**src/rtl/cpu_isa_pkg.sv**
```systemverilog
// ISA constants, FSM states and the decoded control bundle
// shared by the fetch/decode stage and its decoder.
package cpu_isa_pkg;

    typedef enum logic [1:0] {
        FETCH,
        DECODE,
        EXEC,
        HALT
    } state_e;

    localparam logic [3:0] OP_R    = 4'h0;
    localparam logic [3:0] OP_AND  = 4'h1;
    localparam logic [3:0] OP_OR   = 4'h2;
    localparam logic [3:0] OP_XOR  = 4'h3;
    localparam logic [3:0] OP_ADD  = 4'h5;
    localparam logic [3:0] OP_ADDU = 4'h6;
    localparam logic [3:0] OP_ADDC = 4'h7;
    localparam logic [3:0] OP_SUB  = 4'h9;
    localparam logic [3:0] OP_SUBC = 4'hA;
    localparam logic [3:0] OP_CMP  = 4'hB;
    localparam logic [3:0] OP_MOV  = 4'hD;
    localparam logic [3:0] OP_HALT = 4'hF;

    localparam int OP_HI_LSB  = 12;
    localparam int RDEST_LSB  = 8;
    localparam int OP_EXT_LSB = 4;
    localparam int RSRC_LSB   = 0;

    typedef struct packed {
        logic [7:0]  opcode;
        logic [3:0]  rsrc;
        logic [3:0]  rdest;
        logic [15:0] imm;
        logic        rori;
        logic        legal;
        logic        writes_reg;
        logic        halt;
    } ctrl_t;

    function automatic logic is_alu_op(input logic [3:0] op);
        return op inside {OP_AND, OP_OR, OP_XOR, OP_ADD, OP_ADDU,
                          OP_ADDC, OP_SUB, OP_SUBC, OP_CMP, OP_MOV};
    endfunction

    // Logical ops and MOV take an unsigned 8-bit immediate.
    function automatic logic is_zero_ext(input logic [3:0] op_hi);
        return op_hi inside {OP_AND, OP_OR, OP_XOR, OP_MOV};
    endfunction

endpackage

```
**src/rtl/inst_decoder.sv**
```systemverilog
// Combinational instruction decoder: IR -> control bundle.
// in: ir[15:0]  out: ctrl (opcode, regs, imm, RorI, legal, writes_reg, halt)
module inst_decoder
    import cpu_isa_pkg::*;
(
    input  logic [15:0] ir,
    output ctrl_t       ctrl
);

    logic [3:0] op_hi;
    logic [3:0] op_ext;
    logic [3:0] rdest;
    logic [3:0] rsrc;

    assign op_hi  = ir[OP_HI_LSB +: 4];
    assign op_ext = ir[OP_EXT_LSB +: 4];
    assign rdest  = ir[RDEST_LSB +: 4];
    assign rsrc   = ir[RSRC_LSB +: 4];

    always_comb begin
        ctrl        = '0;
        ctrl.opcode = {op_hi, op_ext};
        ctrl.rdest  = rdest;
        ctrl.rsrc   = rsrc;
        unique case (1'b1)
            (op_hi == OP_R): begin
                ctrl.opcode     = {4'h0, op_ext};
                ctrl.legal      = is_alu_op(op_ext);
                ctrl.writes_reg = ctrl.legal && (op_ext != OP_CMP);
            end
            (op_hi == OP_HALT): begin
                ctrl.halt = 1'b1;
            end
            is_alu_op(op_hi): begin
                ctrl.opcode     = {op_hi, 4'h0};
                ctrl.rori       = 1'b1;
                ctrl.rsrc       = 4'h0;
                ctrl.imm        = is_zero_ext(op_hi)
                                ? {8'h00, ir[7:0]}
                                : {{8{ir[7]}}, ir[7:0]};
                ctrl.legal      = 1'b1;
                ctrl.writes_reg = (op_hi != OP_CMP);
            end
            default: begin
            end
        endcase
    end

endmodule

```
**src/rtl/inst_fetch_decode.sv**
```systemverilog
// Fetch/decode/execute sequencer driving the ALU and register bank.
// in: clk, rst(async low), mem_ack, mem_rdata
// out: mem_req/addr, opcode, Rsrc, Rdest, imm, RorI,
//      regEnable, flagEn, pc, halted
module inst_fetch_decode
    import cpu_isa_pkg::*;
#(
    parameter int                ADDR_W   = 16,
    parameter logic [ADDR_W-1:0] RESET_PC = '0
) (
    input  logic              clk,
    input  logic              rst,
    output logic              mem_req,
    output logic [ADDR_W-1:0] mem_addr,
    input  logic              mem_ack,
    input  logic [15:0]       mem_rdata,
    output logic [7:0]        opcode,
    output logic [3:0]        Rsrc,
    output logic [3:0]        Rdest,
    output logic [15:0]       imm,
    output logic              RorI,
    output logic [15:0]       regEnable,
    output logic              flagEn,
    output logic [ADDR_W-1:0] pc,
    output logic              halted
);

    state_e            state_q, state_d;
    logic [ADDR_W-1:0] pc_q, pc_d;
    logic [15:0]       ir_q, ir_d;
    logic [7:0]        opcode_q, opcode_d;
    logic [3:0]        rsrc_q, rsrc_d;
    logic [3:0]        rdest_q, rdest_d;
    logic [15:0]       imm_q, imm_d;
    logic              rori_q, rori_d;
    logic [15:0]       reg_en_q, reg_en_d;
    logic              flag_en_q, flag_en_d;
    logic              halted_q, halted_d;
    ctrl_t             dec;

    inst_decoder u_dec (
        .ir   (ir_q),
        .ctrl (dec)
    );

    // Gating with rst drops the request the moment reset asserts,
    // since the state register itself resets into FETCH.
    assign mem_req  = (state_q == FETCH) & rst;
    assign mem_addr = pc_q;

    always_comb begin
        state_d   = state_q;
        pc_d      = pc_q;
        ir_d      = ir_q;
        opcode_d  = opcode_q;
        rsrc_d    = rsrc_q;
        rdest_d   = rdest_q;
        imm_d     = imm_q;
        rori_d    = rori_q;
        reg_en_d  = '0;
        flag_en_d = 1'b0;
        halted_d  = halted_q;
        unique case (state_q)
            FETCH: begin
                if (mem_req && mem_ack) begin
                    ir_d    = mem_rdata;
                    pc_d    = pc_q + 1'b1;
                    state_d = DECODE;
                end
            end
            DECODE: begin
                opcode_d = dec.opcode;
                rsrc_d   = dec.rsrc;
                rdest_d  = dec.rdest;
                imm_d    = dec.imm;
                rori_d   = dec.rori;
                if (dec.halt) begin
                    state_d  = HALT;
                    halted_d = 1'b1;
                end else begin
                    state_d   = EXEC;
                    // Enables are registered here so they pulse
                    // for exactly the EXEC cycle.
                    reg_en_d  = dec.writes_reg
                              ? (16'h0001 << dec.rdest) : 16'h0000;
                    flag_en_d = dec.legal;
                end
            end
            EXEC: begin
                state_d = FETCH;
            end
            HALT: begin
                state_d = HALT;
            end
            default: begin
                state_d = FETCH;
            end
        endcase
    end

    always_ff @(posedge clk or negedge rst) begin
        if (!rst) begin
            state_q   <= FETCH;
            pc_q      <= RESET_PC;
            ir_q      <= '0;
            opcode_q  <= '0;
            rsrc_q    <= '0;
            rdest_q   <= '0;
            imm_q     <= '0;
            rori_q    <= 1'b0;
            reg_en_q  <= '0;
            flag_en_q <= 1'b0;
            halted_q  <= 1'b0;
        end else begin
            state_q   <= state_d;
            pc_q      <= pc_d;
            ir_q      <= ir_d;
            opcode_q  <= opcode_d;
            rsrc_q    <= rsrc_d;
            rdest_q   <= rdest_d;
            imm_q     <= imm_d;
            rori_q    <= rori_d;
            reg_en_q  <= reg_en_d;
            flag_en_q <= flag_en_d;
            halted_q  <= halted_d;
        end
    end

    assign opcode    = opcode_q;
    assign Rsrc      = rsrc_q;
    assign Rdest     = rdest_q;
    assign imm       = imm_q;
    assign RorI      = rori_q;
    assign regEnable = reg_en_q;
    assign flagEn    = flag_en_q;
    assign pc        = pc_q;
    assign halted    = halted_q;

endmodule

```
**config.mk**
```make
export PLATFORM = sky130hd
export DESIGN_NAME = inst_fetch_decode
export DESIGN_NICKNAME = d
export VERILOG_FILES = /design/src/rtl/cpu_isa_pkg.sv /design/src/rtl/inst_decoder.sv /design/src/rtl/inst_fetch_decode.sv
export SDC_FILE = /design/constraint.sdc
export NUM_CORES = 1
export LEC_CHECK = 0
export ABC_AREA = 0
export BUFFER_PORTS_ARGS = -buffer_cell sky130_fd_sc_hd__buf_2
export CORE_MARGIN = 4
export CORE_UTILIZATION = 56
export DETAILED_ROUTE_END_ITERATION = 8
export GPL_TIMING_DRIVEN = 0
export PLACE_DENSITY = 0.92
export SLEW_MARGIN = 10
export SYNTH_ARGS = -nofsm -noshare
export SYNTH_HDL_FRONTEND = slang
export SYNTH_HIERARCHICAL = 1
export SYNTH_SLANG_ARGS = --single-unit
```
**constraint.sdc**
```tcl
create_clock -name clk -period 3.8 [get_ports clk]
set_input_delay 0.57 -clock clk [delete_from_list [all_inputs] [get_ports clk]]
set_output_delay 0.57 -clock clk [all_outputs]
set_load 0.1 [all_outputs]
```
**Word level (Yosys, flattened, before mapping)**

Index checks and enable logic that the tools add are counted.

- Register bits: 85
- Input port bits: 19

- $add $sub $neg: 1
- Eq/ne operators: 27
- Shift operators: 1
- Mux-type cells: 14
- Bitwise logic cells: 1
- Reductions and logical operators: 9

Operators by type and width:

| operator | count |
|---|---|
| 16-bit two-way mux | 4 |
| 4-bit == test (second input constant) | 9 |
| 4-bit by 3-bit == test with 1-bit output (second input constant) | 6 |
| 10-bit nonzero test | 2 |
| 17-bit two-way mux | 1 |
| 16-bit by 1-bit adder with 16-bit output (second input constant) | 1 |
| 4-bit by 2-bit == test with 1-bit output (second input constant) | 4 |
| 8-bit one-hot mux with 2 select lines | 1 |
| 1-bit by 4-bit << shifter with 16-bit output (first input constant) | 1 |
| 4-bit by 1-bit == test with 1-bit output (second input constant) | 2 |
| 4-bit inequality test (second input constant) | 2 |
| 2-bit one-hot mux with 4 select lines | 1 |
| 2-bit == test (second input constant) | 2 |
| 4-bit logical NOT | 1 |
| 1-bit two-way mux | 4 |
| 4-bit two-way mux | 1 |
| 2-bit one-hot mux with 2 select lines | 1 |
| 2-bit AND reduction | 2 |
| 4-bit nonzero test | 1 |
| 2-bit by 1-bit == test with 1-bit output (second input constant) | 1 |
| 1-bit logical AND | 2 |
| 2-bit logical NOT | 1 |
| 2-bit two-way mux | 1 |
| 2-bit by 1-bit inequality test with 1-bit output (second input constant) | 1 |
| 1-bit AND | 1 |

**Longest topological paths before layout**

Gate-level depths: netlist (run 1).

- Depth in word-level cells: 7
- Gate-level depth with buffers: 6
- Depth with buffers taken out: 5

**Hierarchy**

Netlist (run 1), hierarchy kept.

Modules (own cells, without submodules):

| module | instances | cells each | area each (um2) | sequential area each (um2) |
|---|---|---|---|---|
| inst_fetch_decode | 1 | 308 | 3378.2 | 2127.0 |
| inst_decoder | 1 | 49 | 332.8 | 0.0 |

**Worst setup path after synthesis (run 1)**

Ideal clock, no wire load.

- Path kind: input -> output
- Start: in rst
- End: out mem_req
- Data arrival time: 2.752 ns
- Required time: 3.230 ns
- Path slack: 0.478 ns
- Cell stages on the path: 1
- Cell sequence: nor3b_1

- Cells in the longest elaborated chain, start to end: 1

Ends and longest elaborated chain:

| element | line | RTL |
|---|---|---|
| from (decl) | inst_fetch_decode.sv:12 | `input logic rst,` |
| 1-bit AND | inst_fetch_decode.sv:48 | `assign mem_req = (state_q == FETCH) & rst;` |
| to (decl) | inst_fetch_decode.sv:13 | `output logic mem_req,` |

Every way passes these cells.

**Worst setup path in the final report (run 1)**

Same ends and word-level chain as after synthesis.

==> results of run 1 <==
==> cells in the mapped netlist (all sizes together) (2+ instances only) <==
| cell type | instances |
|---|---|
| a21boi | 8 |
| and2 | 2 |
| and3 | 14 |
| buf | 32 |
| clkbuf | 14 |
| dfrtp | 85 |
| inv | 3 |
| mux2 | 17 |
| nand2 | 107 |
| nand2b | 5 |
| nand3 | 5 |
| nand4 | 4 |
| nor2 | 18 |
| nor3 | 11 |
| o211a | 2 |
| o32ai | 2 |
| xnor2 | 7 |
| xor2 | 9 |
==> cells by family after synthesis <==
| kind of cell | count (synthesis) | share of synthesized area |
|---|---|---|
| buf+inv | 50 | 0.08564 |
| fa+ha+maj | 1 | 0.003371 |
| flops | 85 | 0.5732 |
| mux | 17 | 0.05158 |
| compound gates | 14 | 0.02967 |
| xor+xnor | 16 | 0.03776 |
| simple gates | 174 | 0.2188 |
==> metrics by stage <==
stage | instance area [µm²] | hold WS [ns]
final | 4571 | 0.08744
after global routing | 4571 | 0.09750
after floorplan | 3711 | 0.2744
after global placement | 4318 | 0.4376
after CTS | 4571 | 0.08965
after detailed placement | 4348 | 0.4394
==> per-layer routing <==
| layer | vias to the layer above | track usage |
|---|---|---|
| met5 | - | 0 |
| met4 | 0 | 0.05954 |
| met3 | 8 | 0.05806 |
| met2 | 79 | 0.3470 |
| met1 | 1352 | 0.2627 |
| li1 | 1351 | - |
==> layout make-up <==
class | count | area (µm²) | area share
sequential | 85 | 2127 | 0.4654
multi-input combinational | 222 | 1266 | 0.2770
timing repair buffer | 103 | 540.5 | 0.1183
buffer | 47 | 306.5 | 0.06707
clock buffer | 9 | 123.9 | 0.02710
clock inverter | 7 | 98.84 | 0.02163
tap | 77 | 96.34 | 0.02108
inverter | 3 | 11.26 | 0.002464
==> path summary, 6_finish.rpt <==
path                                       from                       end  slack [ns]  cells past startpoint
min in group clk                   mem_rdata[6]       ir_q[6]$_DFFE_PN0P_        0.44                      2
hold reg to reg              halted$_DFFE_PN0P_        halted$_DFFE_PN0P_        0.45                      1
setup reg to reg           ir_q[12]$_DFFE_PN0P_    regEnable[8]$_DFF_PN0_        1.59                      5
hold / removal                              rst    regEnable[8]$_DFF_PN0_        0.09                      1
max in group asynchronous                   rst  mem_addr[12]$_DFFE_PN0P_        3.11                      2
setup / recovery                            rst                   mem_req        1.37                      4
==> sequential cells by signal, indices dropped and copies added (netlist names), 2 cells and up <==
signal,count
imm,16
Rdest,4
state_q,2
ir_q,16
Rsrc,4
opcode,8
regEnable,16
mem_addr,16
==> critical path, stage by stage <==
cell	delay (ns)
sky130_fd_sc_hd__buf_4	0.26
sky130_fd_sc_hd__buf_16	0.33
sky130_fd_sc_hd__nor3b_1	0.21
sky130_fd_sc_hd__buf_2	0.45
==> metrics list, run 1 <==
- Post-Place Cells: 537
- Total via count after detailed routing: approximately 2800
- In this run, synthesis produced a sequential element count of 85.
- Arr. time, crit path: between 1.5 and 2 ns
* Average cell area after synthesis: around 10 µm²
- After clock tree synthesis, the flow added hold-fix buffers numbering 0.
* Run status: finished clean
- Wire length on met3: 523 µm
- Distinct cell type count after synthesis: 38
- In the routed layout, each cell is associated on average with a via count of between 5 and 6.
- Synthesized area: roughly 3700 µm²
* Buffers inserted by post-CTS timing repair: 0
- Leaving out fill and tap cells, the most frequent cells in the layout are sky130_fd_sc_hd__nand2_1, sky130_fd_sc_hd__buf_2, sky130_fd_sc_hd__dfrtp_1.
- Number of enable-type register cells in the synthesized netlist: 0
- Last weighted congestion value of the routability-driven placer: about 0.81
- Clock-pin slew was measured on the worst setup and hold paths at approximately 0.09 ns.
- Wire length of the first global-routing pass: 12650 µm
- For this run, the register share of the synthesized area comes to 0.5732.
- The smallest clock period supported by the final layout is computed as between 2 and 2.5 ns.
* Number of global-route vias before repair: 2696
- CP startpoint kind: input pin
- Measured along the y axis, the die boundary spans just under 90 µm.
* Synth top area cells: sky130_fd_sc_hd__dfrtp_1, sky130_fd_sc_hd__nand2_1, sky130_fd_sc_hd__buf_4
- The synthesized design spends more area on one cell type than any other, namely sky130_fd_sc_hd__dfrtp_1.
* Worst min-delay path category: in2async
- Post-CTS Resized: 0
- Bufs on Longest Clock Path: 2
- The area growth from synthesis to layout is 23.16%.
- At the end of the flow the core is filled with cells to 0.7157.
- Yosys printed 6 warnings.
* Required time at the endpoint of the critical path: 3.23 ns
- Of the available clock period, the critical path in the final layout requires 0.6407.
- Worst setup timing slack at the placement stage: between 1 and 1.5 ns
* Synth async-reset ratio: 1.000
- The number of nets handed over by synthesis was approximately 380.
- Final setup TNS: 0 ns
- For this run, the post-layout net count is roughly 500.
- Share of the synthesized area in the top cell type: 0.5732
* Overall fraction of global-route tracks in use: 0.2068
* Final setup slack of the worst path: 1.365 ns
- Entering global routing, the biggest net connects between 60 and 70 pins.
- For this block, the routed nets add up to a little under 8000 µm of wire.
- Final antenna-violating net count: 0
- Worst Setup End Kind: output pin
* Rel. slew slack: 0.6673
- Setup repair after global routing left no endpoint under its margin.
- The final count of hold timing violations came to 0.
* Setup Viol. Count Final: 0
- The repair_antennas step left the layout with diodes totalling 0.
- Die Footprint: approximately 8000 µm²
- The H-tree generated during clock tree synthesis spans 3 levels.
- Pins Over Slew Limit: 0
- Insertion delay to the later sink of the worst-skew pair: approximately 0.36 ns
- In the final routed layout, each cell accounts on average for roughly 14 µm.
- The first routing iteration left roughly 110 violations.
- Final setup skew: around 0.0095 ns
- CTS sink cnt: 85
* Max Used Layer: met4
- Classification of the worst setup path: in2out
* Final cell count without fillers: 553
- CTS buffer count: 9
- For this run, design rule violations remaining after detail routing come to 0.
* Transition time at the pin with the least slew margin: ~0.5 ns
* Post-DP HPWL: 5695 µm
- Based on the critical path, the design can be clocked at up to around 410 MHz.
- From left edge to right edge, the die measures about 90 µm.
* Antenna violations before repair: 0
- Std-Cell Rows: 29
- Number of search-and-repair iterations in the first detailed-routing pass: 4
- The initial utilization of the core area, before any placement, comes to 0.5811.
* Main flop type after synthesis: sky130_fd_sc_hd__dfrtp_1
- In this run the tool buffered the top-level ports with ~100 buffer cells.
* Clock tree from TritonCTS: built
- Met1 routed wirelength after detailed routing: about 3400 µm
* Met2 wirelength from detailed routing: around 3800 µm
* Max-capacitance violation count: 0
- In this run the standard cell core region covers around 6400 µm².
- The layout has 460 filler cells.
- Maximum fanout along the worst path: between 60 and 70
- In the final layout, the share of cells above drive strength 1 is 0.3718.
* Count of mapped cells out of synthesis: between 300 and 400
- Leftover overflow at the end of global routing: 0
- The root buffer cell chosen for the clock tree is sky130_fd_sc_hd__clkbuf_8.
- The library cell used most frequently in the layout, excluding fill and tap cells, is sky130_fd_sc_hd__nand2_1.
- Ports placed on the boundary: around 100
Power of run 1 is not shown: default switching activity piles up to over one toggle a cycle in this logic, so the estimate is an artifact.
==> run 2, diff against run 1 <==
--- a/config.mk
+++ b/config.mk
@@ -8,10 +8,10 @@
 export ABC_AREA = 0
 export BUFFER_PORTS_ARGS = -buffer_cell sky130_fd_sc_hd__buf_2
 export CORE_MARGIN = 4
-export CORE_UTILIZATION = 56
+export CORE_UTILIZATION = 52
 export DETAILED_ROUTE_END_ITERATION = 8
 export GPL_TIMING_DRIVEN = 0
-export PLACE_DENSITY = 0.92
+export PLACE_DENSITY = 0.86
 export SLEW_MARGIN = 10
 export SYNTH_ARGS = -nofsm -noshare
 export SYNTH_HDL_FRONTEND = slang
==> constraint.sdc (replaced) <==
create_clock -name clk -period 2.5 [get_ports clk]
set_input_delay 0.375 -clock clk [delete_from_list [all_inputs] [get_ports clk]]
set_output_delay 0.375 -clock clk [all_outputs]
set_load 0.1 [all_outputs]
==> run 2 against run 1 <==
Effect of this change:
- die area rose by 7.0%
- final cell count rose by 3.6%
- flip-flop and latch count did not move
- routed wire length barely moved
- clock skew fell by 0.0037 ns
- register-to-register slack got worse by 1.3 ns
- critical endpoint unchanged
- first-iteration DRC count fell by 45%
- sequential share of layout area fell by 0.67 points
- hold slack improved by 0.17 ns
- critical path type unchanged
- global-route usage fell by 0.90 points
- utilization fell by 4.1 points
- setup slack got worse by 1.2 ns
==> metrics list, run 2 (synthesis results as in run 1) <==
- The number of clock sinks is 85 (unchanged).
- Die boundary width: 92.48 µm (+3.4%)
* Post-route fraction of the period consumed by the critical path: 0.9247
- Met2 usage in global routing: 0.3221 (-0.02490)
- The storage element area came to 2127 µm² (unchanged).
- The starting density of the core was 0.5403 (-0.04086).
* Maximum fanout along the worst path: 37 (-44%)
* Final cell count without fillers: 573 (+3.6%)
* Net count reported at finish: 492 (+0.20%)
* Classification of the worst setup path: in2out
- The detailed-placement wirelength estimate was 5823 µm (+2.2%).
* Final setup slack of the worst path: 0.1884 ns (-1.177 ns)
- The maximum single-stage delay on the critical path was 0.54 ns (+0.09 ns).
* Largest net degree at the start of global routing: 52 (-22%)
- Final wirelength: 7832 µm (about the same)
- The worst setup path is captured at an output pin.
* CP Buf/Inv Count: 3 (unchanged)
* Count of port buffers added during placement: 102 (unchanged)
- Most frequent standard cell in the layout excluding fill and tap cells: sky130_fd_sc_hd__nand2_1
* Layout Area Growth over Synthesis: 24.95%
- The count of TritonRoute iterations in the first routing pass came to 5 (+1).
* Share of post-route cells with drive strength above 1: 0.3732 (+0.001317)
- The routed design could run at a clock period as short as 2.312 ns.
- The flow ran to the end, and the final reports show no timing, DRC or antenna violations.
* Bufs on Longest Clock Path: 2 (unchanged)
- The final count of hold timing violations is 0 (unchanged).
- The wire length of the first global-routing pass is 13250 µm (+4.8%).
- Cells along the critical path: dlygate4sd3_1 > buf_6 > nor3b_2 > buf_2
- The I/O pin total came to 103 (unchanged).
- The number of antenna violations at the first check in global routing was 0 (unchanged).
- Rel. slew slack: 0.6649 (-0.002380)
- The count of fill cells added during filler insertion came to 525 (+14%).
- The max-slew violation total from the final report is 0 (unchanged).
* Max Freq: approximately 430 MHz
* Most crowded layer after global routing: met2
- Die Footprint: 8553 µm² (+7.0%)
- The instance count after placement with tap cells included came to 556 (+3.5%).
- Overall fraction of global-route tracks in use: 0.1978 (-0.008990)
* Worst setup timing slack at the placement stage: 0.3307 ns (-1.001 ns)
- The data required time of the critical path was 2.12 ns (-1.11 ns).
- The global-route congestion overflow total was 0 (unchanged).
- Iter 0 DRT Violations: 59 (-45%)
* Clock transition at the registers of the reported paths: 0.08 ns (about the same)
- The floorplan row count was 30 (+3.4%).
* Total via count after detailed routing: 2731 (-2.1%)
- The level count of the clock H-tree came to 3 (unchanged).
- The area used by multi-input combinational logic is 1271 µm² (+0.40%).
* DRC viols: 0 (unchanged)
- Clock tree from TritonCTS: built
- Final setup TNS: 0 ns (unchanged)
* Global-route met3 utilization: 0.05037 (-0.007699)
* Insertion delay to the later sink of the worst-skew pair: 0.34 ns (-0.02 ns)
- The total setup violations reported at the end of the flow came to 0 (unchanged).
* Commonest cells after routing, fill and taps aside: sky130_fd_sc_hd__nand2_1, sky130_fd_sc_hd__buf_2, sky130_fd_sc_hd__dfrtp_1
* Last weighted congestion value of the routability-driven placer: 0.8276 (+2.2%)
- CTS placed an instance of sky130_fd_sc_hd__clkbuf_8 at the clock tree root.
- Grouping stages by cell kind, the critical path spends the most delay in buffers and inverters.
- Arr. time, crit path: 1.94 ns (+0.08 ns)
- Wire per inst: 13.67 µm (-3.5%)
- The number of antenna repair diodes is 0 (unchanged).
- Slowest-stage cell, CP: sky130_fd_sc_hd__dlygate4sd3_1
* RSZ-0062 raised after global routing: no
* Number of global-route vias before repair: 2724 (+1.0%)
* Transition time at the pin with the least slew margin: 0.5062 ns (+0.003595 ns)
- Final antenna-violating net count: 0 (unchanged)
- Finished Core Util: 0.6750 (-0.04067)
* CTS buffer count: 9 (unchanged)
- The worst setup path is launched from an input pin.
- The area inside the core boundary is 6869 µm² (+7.6%).
- The final clock skew came to 0.005858 ns (-0.003691 ns).
- Worst min-delay path category: in2reg
* Detailed-route vias per instance: 4.766 (-5.5%)
* Die Height: 92.48 µm (+3.4%)
- Met1 track utilization from global routing: 0.2546 (-0.008076)
- Max-capacitance violation count: 0 (unchanged)
## run 2: changes by cell type in the layout (fill, tap and decap cells not counted), sizes merged
cell         change
dlygate4sd3      +1
clkbuf           +1
clkinvlp         -4
bufinv           +1
clkinv           +2
## run 2: final timing paths
path                                      startpoint                        to  slack [ns]  cells after the start
worst max-delay path                             rst                   mem_req        0.19                      4
worst min-delay path                    mem_rdata[3]       ir_q[3]$_DFFE_PN0P_        0.26                      2
worst max register to register  ir_q[12]$_DFFE_PN0P_    regEnable[8]$_DFF_PN0_        0.33                      5
worst min register to register    halted$_DFFE_PN0P_        halted$_DFFE_PN0P_        0.46                      1
max in group asynchronous                        rst  mem_addr[10]$_DFFE_PN0P_        1.47                      3
min in group asynchronous                        rst       ir_q[6]$_DFFE_PN0P_        0.48                      2
## run 2: area by class of cell
cell class | count | share of cell area
Buffer | 47 | 0.06611
Clock buffer | 10 | 0.02968
Clock inverter | 6 | 0.02348
Inverter | 3 | 0.002428
Multi-Input combinational cell | 222 | 0.2742
Sequential cell | 85 | 0.4587
Tap cell | 96 | 0.02590
Timing Repair Buffer | 104 | 0.1195
## run 2: through the flow
step	cell area [µm²]	hold WS [ns]
floorplan	3716	0.07941
global placement	4347	0.4373
detailed placement	4377	0.3644
CTS	4633	0.2395
global route	4637	0.2421
finish	4637	0.2605
## run 2: repair_timing
item | in CTS | in global routing
gates resized for setup | 0 | 1
setup endpoints to repair | 0 | 1
setup buffers | 0 | 0
hold buffers | 1 | 0
endpoints found under the hold margin | 34 | 0
## run 2: routing by layer
layer,part of all wire,vias to the layer above
met4,0.018,0
met5,0,-
met1,0.44,1279
li1,-,1353
met3,0.059,13
met2,0.49,86
Power of run 2 is left out for the same reason.
==> run 3, diff against run 2 <==
--- a/config.mk
+++ b/config.mk
@@ -6,7 +6,7 @@
 export NUM_CORES = 1
 export LEC_CHECK = 0
 export ABC_AREA = 0
-export BUFFER_PORTS_ARGS = -buffer_cell sky130_fd_sc_hd__buf_2
+export BUFFER_PORTS_ARGS = -buffer_cell sky130_fd_sc_hd__clkbuf_2
 export CORE_MARGIN = 4
 export CORE_UTILIZATION = 52
 export DETAILED_ROUTE_END_ITERATION = 8
==> run 3 against run 2 <==
Effect of this change:
- via count up 0.22%
- count of clock-buffer cells in the layout down 1
- utilization down 1.0 points
- die area unchanged
- critical path depth up 1
- clock skew up 0.0023 ns
- final cell count down 0.17%
- routed wire length down 3.3%
- non-clock buffer count down 1
- final area down 1.5%
- flip-flop and latch count unchanged
- critical path type is now reg2reg
==> metrics list, run 3 (synthesis results as in run 1) <==
- The number of maximum-capacitance violations is 0 (unchanged).
- The number of clock sinks is 85 (unchanged).
* Number of search-and-repair iterations in the first detailed-routing pass: 4 (-1)
* Transition time at the pin with the least slew margin: 0.5593 ns (+0.05312 ns)
* Required time at the endpoint of the critical path: 2.76 ns (+0.64 ns)
- The global-route congestion overflow total came to 0 (unchanged).
- The post-CTS setup repair buffer count is 0 (unchanged).
* Final setup skew: 0.008119 ns (+0.002262 ns)
- The area inside the core boundary came to 6869 µm² (unchanged).
- Worst Setup End Kind: flop
- The number of nets at the end of the flow is 491 (-0.20%).
- RSZ-0062 raised after global routing: no
* Commonest cells after routing, fill and taps aside: sky130_fd_sc_hd__nand2_1, sky130_fd_sc_hd__clkbuf_2, sky130_fd_sc_hd__dfrtp_1
- Arr. time, crit path: 2.50 ns (+0.56 ns)
* Run status: finished clean
* Rel. slew slack: 0.6271 (-0.03773)
- The worst-skew pair later-pin latency came to 0.35 ns (about the same).
* Final period demand of the worst path: 2.244 ns (-0.06771 ns)
- The number of buffers inserted by port buffering is 102 (unchanged).
- The post-CTS resize count is 0 (unchanged).
- The remaining antenna violation count came to 0 (unchanged).
- Setup Viol. Count Final: 0 (unchanged)
- The remaining routing DRC violations is 0 (unchanged).
- Ports placed on the boundary: 103 (unchanged)
* Die boundary width: 92.48 µm (unchanged)
- The number of standard cells in the final layout excluding fillers was 572 (-0.17%).
- The total clock buffers created by CTS came to 9 (unchanged).
- Antenna diode instance count: 0 (unchanged)
- Classification of the worst setup path: reg2reg
- Largest net degree at the start of global routing: 48 (-7.7%)
* Wire per inst: 13.24 µm (-3.1%)
- The DRC marker count from the first detailed-route iteration came to 63 (+6.8%).
* Share of post-route cells with drive strength above 1: 0.3739 (+0.0007840)
- From synthesis to final layout, the design area changed by 23.10%.
- Number of hold buffers added after cts: 0 (-1)
- TritonCTS built the clock tree.
* H-tree lvl count: 3 (unchanged)
* Total via count after detailed routing: 2737 (+0.22%)
* Number of global-route vias before repair: 2636 (-3.2%)
- Count of endpoints failing hold in the final timing report: 0 (unchanged)
* Post-Place Cells: 556 (unchanged)
* Wire length of the first global-routing pass: 12810 µm (-3.4%)
- Starting density of the core: 0.5403 (unchanged)
* Die Height: 92.48 µm (unchanged)
* Overall fraction of global-route tracks in use: 0.1897 (-0.008068)
* Post-route fraction of the period consumed by the critical path: 0.8976 (-0.02709)
- Std-Cell Rows: 30 (unchanged)
- The top achievable clock speed is 445.6 MHz (+3.0%).
- Detailed-route vias per instance: 4.785 (+0.39%)
* Most frequent standard cell in the layout excluding fill and tap cells: sky130_fd_sc_hd__nand2_1
- The routability congestion estimate came to 0.8265 (-0.13%).
- The area of the die is 8553 µm² (unchanged).
- Pins Over Slew Limit: 0 (unchanged)
- CP startpoint kind: flop
* Antenna violations before repair: 0 (unchanged)
- Root buffer cell: sky130_fd_sc_hd__clkbuf_8
- Clock transition at the registers of the reported paths: 0.09 ns (about the same)
- The detailed-placement wirelength estimate came to 5570 µm (-4.3%).
- The number of buffers on the longest clock path was 2 (unchanged).
- The largest driver fanout on the critical path came to 7 (-81%).
- The worst hold path belongs to the class in2async.
* Final wirelength: 7575 µm (-3.3%)
-- run 3: changes by cell type in the layout (fill, tap and decap cells not counted), sizes merged --
| cell | previous run | this run |
|---|---|---|
| buf | 135 | 33 |
| clkbuf | 24 | 125 |
| clkinvlp | 0 | 3 |
| bufinv | 3 | 1 |
| dlygate4sd3 | 2 | 1 |
-- run 3: layout make-up --
class / count / area (µm²)
plain buffers: 47 / 306.5
clock inverters: 7 / 75.07
repair buffers: 103 / 533.0
inverters: 3 / 11.26
clock buffers: 9 / 123.9
well taps: 96 / 120.1
flip-flops and latches: 85 / 2127
multi-input cells: 222 / 1271
fillers: 570 / 2301
-- run 3: path summary, 6_finish.rpt --
check / slack, ns / depth (start not counted) / startpoint / endpoint
worst max-delay path: 0.26 / 5 / ir_q[12]$_DFFE_PN0P_ / regEnable[8]$_DFF_PN0_
worst min-delay path: 0.03 / 1 / rst / Rsrc[3]$_DFFE_PN0P_
worst max register to register: 0.26 / 5 / ir_q[12]$_DFFE_PN0P_ / regEnable[8]$_DFF_PN0_
worst min register to register: 0.46 / 1 / halted$_DFFE_PN0P_ / halted$_DFFE_PN0P_
max in group asynchronous: 1.85 / 2 / rst / mem_addr[7]$_DFFE_PN0P_
min in group clk: 0.25 / 2 / mem_rdata[2] / ir_q[2]$_DFFE_PN0P_
-- run 3: through the flow --
stage | worst slack [ns] | hold slack, ns | cell area (µm²) | utilization | TNS (ns)
finish | 0.2561 | 0.02891 | 4568 | 0.6650 | 0
global route | 0.01957 | 0.06534 | 4568 | 0.6650 | 0
CTS | 0.2268 | 0.04091 | 4568 | 0.6650 | 0
detailed placement | 0.2409 | 0.4283 | 4369 | 0.6361 | 0
global placement | -0.7083 | 0.4418 | 4347 | 0.6328 | -18.67
floorplan | 0.4845 | 0.07941 | 3716 | - | 0
-- run 3: worst max-delay path: stages, from the launching register on --
cell and delay (ns):
sky130_fd_sc_hd__dfrtp_1 0.46, sky130_fd_sc_hd__or4_4 0.57, sky130_fd_sc_hd__o32ai_1 0.46, sky130_fd_sc_hd__nor4b_2 0.31, sky130_fd_sc_hd__nand2_1 0.17, sky130_fd_sc_hd__nor3_1 0.19
-- run 3: layer usage --
layer  wire length, µm  track usage  vias to the layer above
met4               101      0.06683                        0
met1              3307       0.2509                     1301
met2              3735       0.3045                       81
met3               430      0.04793                        6
li1                  -            -                     1349
met5                 0            0                        -
Power of run 3 is left out for the same reason.
